==> src/rtl/bcd_encoder.sv <==
// Sequential signed-binary to sign-magnitude BCD converter.
// An iterative double-dabble datapath handles one input bit per clock, with a start/done handshake.
module bcd_encoder #(
  parameter int IN_WIDTH = 11,
  parameter int DIGITS   = 3
) (
  input  logic                  clk,
  input  logic                  reset,
  input  logic                  start,
  input  logic [IN_WIDTH-1:0]   binaryInput,
  output logic                  busy,
  output logic                  done,
  output logic                  sign,
  output logic [4*DIGITS-1:0]   bcdOutput,
  output logic                  overflow
);

  localparam int SW = 4 * (DIGITS + 1);
  localparam int CW = $clog2(IN_WIDTH);

  localparam logic [0:0] IDLE  = 1'b0;
  localparam logic [0:0] SHIFT = 1'b1;

  function automatic logic [31:0] pow10(input int n);
    logic [31:0] r;
    r = 32'd1;
    for (int i = 0; i < n; i++) r = r * 32'd10;
    return r;
  endfunction

  localparam logic [31:0] LIMIT = pow10(DIGITS);
  localparam logic [CW-1:0] LAST = CW'(IN_WIDTH - 1);

  logic [0:0]          state_q, state_d;
  logic                neg_q, neg_d;
  logic [IN_WIDTH-1:0] mag_q, mag_d;
  logic [IN_WIDTH-1:0] shift_q, shift_d;
  logic [SW-1:0]       scratch_q, scratch_d;
  logic [CW-1:0]       count_q, count_d;
  logic                sign_q, sign_d;
  logic [4*DIGITS-1:0] bcd_q, bcd_d;
  logic                ovf_q, ovf_d;
  logic                done_q, done_d;

  logic [IN_WIDTH-1:0] mag_in;
  logic [SW-1:0]       adj;
  logic [SW-1:0]       scratch_step;
  logic [31:0]         mag_wide;

  // The most negative input negates to itself, which read as unsigned is exactly its magnitude.
  assign mag_in   = binaryInput[IN_WIDTH-1] ? -binaryInput : binaryInput;
  assign mag_wide = 32'(mag_q);

  always_comb begin
    adj = scratch_q;
    for (int i = 0; i < DIGITS + 1; i++) begin
      if (scratch_q[4*i +: 4] >= 4'd5) adj[4*i +: 4] = scratch_q[4*i +: 4] + 4'd3;
    end
    scratch_step = SW'({adj, shift_q[IN_WIDTH-1]});
  end

  // NOTE: every _d gets a default first so no path through the case leaves one unassigned (no latches).
  always_comb begin
    state_d   = state_q;
    neg_d     = neg_q;
    mag_d     = mag_q;
    shift_d   = shift_q;
    scratch_d = scratch_q;
    count_d   = count_q;
    sign_d    = sign_q;
    bcd_d     = bcd_q;
    ovf_d     = ovf_q;
    done_d    = 1'b0;
    case (state_q)
      IDLE: begin
        if (start) begin
          neg_d     = binaryInput[IN_WIDTH-1];
          mag_d     = mag_in;
          shift_d   = mag_in;
          scratch_d = '0;
          count_d   = '0;
          state_d   = SHIFT;
        end
      end
      SHIFT: begin
        scratch_d = scratch_step;
        shift_d   = shift_q << 1;
        count_d   = count_q + CW'(1);
        if (count_q == LAST) begin
          state_d = IDLE;
          sign_d  = neg_q;
          done_d  = 1'b1;
          if (mag_wide >= LIMIT) begin
            bcd_d = {DIGITS{4'h9}};
            ovf_d = 1'b1;
          end else begin
            bcd_d = scratch_step[4*DIGITS-1:0];
            ovf_d = 1'b0;
          end
        end
      end
      default: state_d = IDLE;
    endcase
  end

  // NOTE: sequential state uses non-blocking assignments so all flops update together at the edge.
  always_ff @(posedge clk) begin
    if (reset) begin
      state_q   <= IDLE;
      neg_q     <= 1'b0;
      mag_q     <= '0;
      shift_q   <= '0;
      scratch_q <= '0;
      count_q   <= '0;
      sign_q    <= 1'b0;
      bcd_q     <= '0;
      ovf_q     <= 1'b0;
      done_q    <= 1'b0;
    end else begin
      state_q   <= state_d;
      neg_q     <= neg_d;
      mag_q     <= mag_d;
      shift_q   <= shift_d;
      scratch_q <= scratch_d;
      count_q   <= count_d;
      sign_q    <= sign_d;
      bcd_q     <= bcd_d;
      ovf_q     <= ovf_d;
      done_q    <= done_d;
    end
  end

  assign busy      = (state_q == SHIFT);
  assign done      = done_q;
  assign sign      = sign_q;
  assign bcdOutput = bcd_q;
  assign overflow  = ovf_q;

endmodule

==> config.mk <==
export PLATFORM = sky130hd
export DESIGN_NAME = bcd_encoder
export DESIGN_NICKNAME = d
export VERILOG_FILES = /design/src/rtl/bcd_encoder.sv
export SDC_FILE = /design/constraint.sdc
export NUM_CORES = 1
export LEC_CHECK = 0
export ABC_CLOCK_PERIOD_IN_PS = 1600
export BUFFER_PORTS_ARGS = -buffer_cell sky130_fd_sc_hd__buf_2
export CAP_MARGIN = 15
export CORE_ASPECT_RATIO = 0.9
export CORE_MARGIN = 3
export CORE_UTILIZATION = 40
export DETAILED_ROUTE_END_ITERATION = 16
export PLACE_DENSITY = 0.7
export SYNTH_ARGS = -nofsm -noshare
export SYNTH_HDL_FRONTEND = slang
export SYNTH_SLANG_ARGS = --single-unit
==> constraint.sdc <==
create_clock -name clk -period 1.6 [get_ports clk]
set_input_delay 0 -clock clk [delete_from_list [all_inputs] [get_ports clk]]
set_output_delay 0 -clock clk [all_outputs]
set_load 0.005 [all_outputs]
# [After elaboration in Yosys (flattened, before gate mapping)]
# Index checks and enable logic that the tools add are counted.
[totals] latchBits=0 ram_bits=0 rom_bits=0 mem_count=0 regBits=59 input_bits=14 output_inout_bits=16
[op_classes] n_addsub=6 mul=0 bitwise=1 muxes=17 n_reduce_logical=3 n_lt_le_gt_ge=5 shifts=0 n_div=0 n_eq_ne=2
[ops] op="$pmux W16 S2" n=1
[ops] op="$mux W11" n=2
[ops] op="$pmux W11 S2" n=1
[ops] op="$ge A4 B3 Y1 const B" n=4
[ops] op="$mux W16" n=1
[ops] op="$mux W4" n=4
[ops] op="$add A4 B2 Y4 const B" n=3
[ops] op="$mux W12" n=1
[ops] op="$ge A11 B10 Y1 const B" n=1
[ops] op="$neg A11 Y11" n=1
[ops] op="$pmux W4 S2" n=1
[ops] op="$add A4 B1 Y4 const B" n=1
[ops] op="$eq A4 B4 Y1 const B" n=1
[ops] op="$mux W1" n=4
[ops] op="$reduce_and A2 Y1" n=2
[ops] op="$add A3 B2 Y3 const B" n=1
[ops] op="$mux W3" n=1
[ops] op="$ne A2 B2 Y1 const B" n=1
[ops] op="$pmux W1 S2" n=1
[ops] op="$reduce_or A2 Y1" n=1
[ops] op="$not A1 Y1" n=1

# [Longest topological paths before layout]
# Gate-level depths: netlist of run 1.
[depth] ltp_word=4 depth_mapped=7

# [Least setup slack after synthesis of run 1]
# No wires, ideal clock.
[synth_path] path_kind="register -> register" from="reg count_q[0]" to="reg bcd_q[3], in the netlist bcdOutput[3]" slack_ps=86 path_buffers=1 t_arrival_ps=1383 required_ps=1469 synth_period_minus_slack_ps=1514 setup_ps=131 stages_incl_launch_ff=7 path_cell_list="dfxtp_1 > inv_1 > ha_1 > nand4b_1 > nor3_2 > buf_2 > a311oi_1"
[synth_via] elab_chain_cells=2
[synth_rtl] element="start, declared" line_no="39" source="logic [CW-1:0] count_q, count_d;"
[synth_rtl] element="start signal, assigned" line_no="125" source="count_q <= count_d;"
[synth_rtl] element="$eq A4 B4 Y1" line_no="89" source="if (count_q == LAST) begin"
[synth_rtl] element="$reduce_and A2 Y1 (no source line)"
[synth_rtl] element="end signal, assigned" line_no="116" source="bcd_q <= '0;"
[synth_rtl] element="end signal, assigned" line_no="127" source="bcd_q <= bcd_d;"
[synth_rtl] element="end, declared" line_no="41" source="logic [4*DIGITS-1:0] bcd_q, bcd_d;"
# Every way passes these cells.
# A chain may end at the register's enable or synchronous reset.

# [Final worst setup path of run 1]
[layout_path] from="reg scratch_q[5]" to="reg bcd_q[6], in the netlist bcdOutput[6]"
[layout_via] elab_chain_cells=3 word_cells_on_any_way=4
[layout_rtl] element="start, declared" line_no="38" source="logic [SW-1:0] scratch_q, scratch_d;"
[layout_rtl] element="start signal, assigned" line_no="124" source="scratch_q <= scratch_d;"
[layout_rtl] element="$add A4 B2 Y4 or $ge A4 B3 Y1 (tied branches)" line_no="57" source="if (scratch_q[4*i +: 4] >= 4'd5) adj[4*i +: 4] = scratch_q[4*i +: 4] + 4'd3;"
[layout_rtl] element="$mux W4 (*)" line_no="57"
[layout_rtl] element="$mux W12 (*)" line_no="93" source="if (mag_wide >= LIMIT) begin"
# Every way passes the cells marked *; elsewhere a longest branch is shown, timed or not.

==> impl_metrics.toml, run 1 <==
[power_and_ir_drop]
pwr-share-clk_pct = 32.1
power.share.sequential_pct = 57.5
vdd_drop_max_mv = 0.295
p_sw_mw = 0.573
p_int_mw = 1.79
power.total_mw = 2.36
pwr-share-comb_pct = 10.4
leakagePower_nw = 1.13
p_sw_share_pct = 24.3
power_density_mw_per_mm2 = 835

[global_routing]
grt-ovfl-total = 0
antenna_found_initial = 0
grt.total_usage_pct = 15.1
grt_max_degree = 36
grt_pass1_wl_um = 8630
grt_pass1_vias = 1939

[timing]
clock_skew_ps = 3.11
max-slew-margin-rel_pct = 74.3
whs_ps = 35.7
period_needed_ps = 1470
setup_viol = 0
finalCritPeriodShare_pct = 92.0
tightest_slew_ps = 385
hold_viol_final = 0
max_freq_mhz = 680
slew_violations = 0

[critical_path]
critPathCaptureType = "register"
crit_type = "reg2reg"
startpoint_type = "register"
reg2regPathDepth = 7
crit_required_ps = 1850
rrSetupSlack_ps = 130
worst_r2r_endpoint = "bcdOutput[6]"
arrival_ps = 1720
path_max_fanout = 4
r2r_start = "scratch_q[5]"

[finish]
area_growth_pct = 14.5
diodes = 0
final_layout_size_suffix_gt1_share_pct = 17.6
final_nets = 346
post-route-util_pct = 48.6
postLayoutCellArea_mm2 = 0.00283

[die]
fp-row-count = 26
dieArea_mm2 = 0.00715
core_area_mm2 = 0.00582
die_w_um = 88.8
io_pins = 30
die_y_um = 80.5
initial_utilization_pct = 42.4

[synth]
syn_area_mm2 = 0.00247
synth-edff-count = 0
ys_types = 38
syn_inst = 296
syn_nets = 319
yosys_warnings = 0
yosys-top-cells-count = "dfxtp_1, nor2_1, a21oi_1"
synth_top_area_share_pct = 42.1
ys_seq_area_share_pct = 42.1
syn_avg_cell_area_um2 = 8.34
ys_ff_latch = 52
yosysMostFrequentCell = "dfxtp_1"
synth_ff_type = "dfxtp_1"
synthTopCellsByArea = "dfxtp_1, nor2_1, a21oi_1"
async_flop_share_pct = 0
yosysTopAreaCell = "dfxtp_1"

[route]
drtIter0Drc = 74
drtPass1Iterations = 4
wl_um = 4930
wl_met1_um = 2380
wire_per_inst_um = 12.5
wl_met3_um = 146
dr_wl_met2_um = 2320
vias = 2089
top_layer_used = "met4"
drcViolationCount = 0
ant_nets = 0
viasPerCell = 5.30

[clock_tree]
cts_buffers = 5
clock_path_buffers = 2
clk_transition_reported_paths_ps = 80
clock_latency_ps = 300
ctsRootBufferMaster = "clkbuf_8"
clock_sinks = 52
htreeDepth = 2
cts_tree = "done"
cts_hold_buf = 0

[job]
maxCapViolations = 0

[placed_design]
gp_congestion = 0.800
portBuffers = 29
place_hpwl_um = 3540
dpl_cell_area_mm2 = 0.00272

[outcome]
status = "finished clean"

[hold_path]
holdPathStages = 3
hold_path.startpoint = "binaryInput[7]"
whs_endpoint = "mag_q[7]"
hold_class = "in2reg"
-- worst max path at each step --
| stage | from | to | slack, ps | cells after the start |
|---|---|---|---|---|
| global route | scratch_q[1] | bcdOutput[2] | -30 | 7 |
| CTS | scratch_q[5] | bcdOutput[6] | 50 | 7 |
| finish | scratch_q[5] | bcdOutput[6] | 130 | 7 |
| detailed placement | binaryInput[0] | mag_q[8] | -70 | 8 |
| global placement | binaryInput[7] | shift_q[9] | 10 | 6 |
| floorplan | count_q[0] | bcdOutput[3] | 90 | 6 |
-- area by class of cell --
cell class                      count  area, um^2
Multi-Input combinational cell    212        1320
Tap cell                           70        87.6
Sequential cell                    52        1040
Timing Repair Buffer               41         248
Clock buffer                        8        90.1
Fill cell                         575        3000
Inverter                           11        41.3
-- power groups by stage --
stage | Sequential, mW | Clock (mW) | Combinational, mW
final | 1.36 | 0.758 | 0.246
after global routing | 1.36 | 0.838 | 0.280
after CTS | 1.36 | 0.782 | 0.249
after detailed placement | 1.39 | 0 | 0.248
after global placement | 1.39 | 0 | 0.243
after floorplan | 1.38 | 0 | 0.173
-- registers in the layout, summed over array words and instances, names as in the netlist --
signal / flops
shift_q: 11
done: 1
busy: 1
overflow: 1
scratch_q: 12
sign: 1
count_q: 4
bcdOutput: 12
neg_q: 1
mag_q: 8
-- cell usage in the layout, fill, tap and decap left out, types with 2 or more instances in the layout --
cell type and n:
nor2_1 51, dfxtp_1 51, a21oi_1 30, buf_2 29, nand2_1 17, nor3b_1 12, inv_1 11, a211oi_1 11
buf_4 11, ha_1 9, nand2b_1 8, nor3_1 8, xnor2_1 6, mux2i_1 6, xor2_1 6, o21ai_0 6
a22oi_1 6, clkbuf_8 6, a211o_1 4, nor2b_1 3, or3_1 3, a21oi_2 3, a311oi_1 3, o22ai_1 2
o31ai_1 2, nand4_1 2, clkbuf_1 2
-- repair_timing --
action                     4_1_cts  5_1_grt
setup endpoints to repair        0       10
gates resized for setup          0        6
setup buffers                    0        0
-- cells by family (layout without fill, tap and decap cells) --
logic type,Yosys count,in the layout,synth area share (%)
muxes,7,7,2.84
and+or+nand+nor,113,113,22.7
buffers and inverters,32,60,5.12
AOI/OAI and AO/OA,71,71,18.3
adders and majority gates,9,9,4.56
xor gates and xnor gates,12,12,4.26
DFF,52,52,42.1
-- per-stage QoR --
stage / TNS [ps] / std cells / setup slack, ps
floorplan: 0 / 296 / 85.6
global placement: 0 / 386 / 13.5
detailed placement: -216 / 386 / -73.1
CTS: 0 / 394 / 49.5
global route: -41.5 / 394 / -29.7
finish: 0 / 394 / 129
-- critical path, stage by stage, from the launching register on --
cell and delay [ps]:
dfxtp_1 330, inv_1 80, ha_1 180, nand2b_1 160, a21oi_2 200, mux2i_2 280, a22oi_1 100, nor2_1 90
-- metal layers --
metal / track usage [%] / vias up
li1: - / 1080
met1: 19.1 / 979
met2: 25.1 / 23
met3: 2.87 / 7
met4: 5.89 / 0
met5: 0 / -
No activity file was read; power rests on OpenSTA's default activity.
==> run 2, diff against run 1 <==
--- a/config.mk
+++ b/config.mk
@@ -6,7 +6,7 @@
 export NUM_CORES = 1
 export LEC_CHECK = 0
 export ABC_CLOCK_PERIOD_IN_PS = 1600
-export BUFFER_PORTS_ARGS = -buffer_cell sky130_fd_sc_hd__buf_2
+export BUFFER_PORTS_ARGS = -buffer_cell sky130_fd_sc_hd__buf_4
 export CAP_MARGIN = 15
 export CORE_ASPECT_RATIO = 0.9
 export CORE_MARGIN = 3
==> run 2 against run 1 <==
Clock skew about the same. Largest cell class unchanged. Critical endpoint unchanged. Highest routed layer unchanged. Global-route usage increased by 0.082 points. Via count increased by 1.4%.
==> impl_metrics.toml, run 2 (synthesized netlist as in run 1, its figures left out) <==
[die]
die_y_um = 80.5
dieArea_mm2 = 0.00715
fp-row-count = 26
die_w_um = 88.8
io_pins = 30
initial_utilization_pct = 42.4
core_area_mm2 = 0.00582

[clock_tree]
ctsRootBufferMaster = "clkbuf_8"
clk_transition_reported_paths_ps = 90
post_cts_buffers = 0
clock_latency_ps = 300
htreeDepth = 2
cts_buffers = 5
clock_path_buffers = 2
cts_tree = "done"
clock_sinks = 52

[finish]
final_layout_size_suffix_gt1_share_pct = 17.9
final_common_cell = "dfxtp_1"
final_cell_mix = "dfxtp_1, nor2_1, buf_4"
area_growth_pct = 17.7
diodes = 0
final_cells = 394
n_fill_cell = 557
final_nets = 346

[critical_path]
arrival_ps = 1730
critPathCaptureType = "register"
startpoint_type = "register"
cp_cell_sequence = "inv_1, ha_1, nand2b_1, a21oi_2, mux2i_1, a22oi_1, nor2_1"
slowest_delay_ps = 330
path_max_fanout = 4
crit_family = "flip-flops"
crit_type = "reg2reg"
crit_required_ps = 1840
worst-path-buf-inv = 1
slowest_stage = "dfxtp_1"

[timing]
tightest_slew_ps = 356
finalCritPeriodShare_pct = 92.8
whs_ps = 46.4
max-slew-margin-rel_pct = 76.0
max_freq_mhz = 673
clock_skew_ps = 2.87
slew_violations = 0
setup_viol = 0
period_needed_ps = 1490
rsz0062_at_grt = "yes"
hold_viol_final = 0

[global_routing]
antenna_found_initial = 0
grt_pass1_wl_um = 8630
grt-ovfl-total = 0
grt_max_degree = 36
grt_pass1_vias = 1906
grt.total_usage_pct = 15.2

[power_and_ir_drop]
pwr-share-clk_pct = 31.9
leakagePower_nw = 1.14
p_sw_share_pct = 24.5
p_int_mw = 1.79
power.total_mw = 2.37
pwr-share-comb_pct = 10.9
p_sw_mw = 0.583
vdd_drop_max_mv = 0.359
power.share.sequential_pct = 57.2
power_density_mw_per_mm2 = 817

[route]
drtIter0Drc = 86
viasPerCell = 5.38
ant_nets = 0
vias = 2118
wire_per_inst_um = 13.0
drtPass1Iterations = 4
drcViolationCount = 0
wl_um = 5120

[hold_path]
hold_class = "in2reg"

[outcome]
status = "finished clean"

[placed_design]
gp_congestion = 0.818
place_hpwl_um = 3570
portBuffers = 29
placed_cells = 385

[job]
maxCapViolations = 0
==> run 2: cell count changes in the layout (fill, tap and decap cells not counted) <==
| cell | delta |
|---|---|
| buf_2 | -29 |
| buf_4 | +28 |
| clkbuf_1 | -2 |
| clkinv_2 | +2 |
| dfxtp_1 | +1 |
| dfxtp_2 | -1 |
| dlygate4sd3_1 | +1 |
| ha_1 | -1 |
| ha_2 | +1 |
==> run 2: repair_timing <==
action,in CTS,in global routing
endpoints found under the hold margin,1,0
setup endpoints to repair,0,9
gates resized for setup,0,6
hold buffers,1,0
==> run 2: layout make-up <==
cell class / count / area [um^2] / area share, %
Clock buffer: 6 / 82.6 / 2.84
Clock inverter: 2 / 10.0 / 0.344
Inverter: 11 / 41.3 / 1.42
Multi-Input combinational cell: 212 / 1320 / 45.5
Sequential cell: 52 / 1040 / 35.8
Tap cell: 70 / 87.6 / 3.01
Timing Repair Buffer: 41 / 323 / 11.1
==> run 2: worst paths after layout <==
kind,start,to,slack [ps],cells after the start
hold / removal,binaryInput[8],shift_q[8],50,3
hold reg to reg,shift_q[5],shift_q[6],450,2
setup reg to reg,scratch_q[5],bcdOutput[6],110,7
setup / recovery,scratch_q[5],bcdOutput[6],110,7
==> run 2: routing by layer <==
layer  vias to the layer above  track usage [%]  part of all wire, %
met4                         0             6.80                  2.2
met3                         9             3.08                  4.5
li1                       1077                -                    -
met2                        43             24.0                   48
met1                       989             19.7                   45
met5                         -                0                    0
==> run 2: worst reg2reg max path, stage by stage (launching register included) <==
cell	delay [ps]
dfxtp_1	330
inv_1	80
ha_1	170
nand2b_1	170
a21oi_2	190
mux2i_1	290
a22oi_1	100
nor2_1	100
==> run 2: through the flow <==
step	setup slack [ps]	TNS, ps	cell area, um^2	utilization [%]
finish	115	0	2910	49.9
CTS	12.9	0	2890	49.6
detailed placement	-25.9	-44.8	2790	47.8
global route	-24.1	-24.1	2910	49.9
global placement	23.7	0	2790	47.8
floorplan	85.6	0	2470	-
==> run 2: power by group through the flow <==
| stage | clock [mW] | sequential (mW) | combinational (mW) |
|---|---|---|---|
| floorplan | 0 | 1.38 | 0.173 |
| global placement | 0 | 1.39 | 0.253 |
| detailed placement | 0 | 1.39 | 0.256 |
| CTS | 0.788 | 1.36 | 0.260 |
| global route | 0.852 | 1.36 | 0.289 |
| finish | 0.758 | 1.36 | 0.259 |
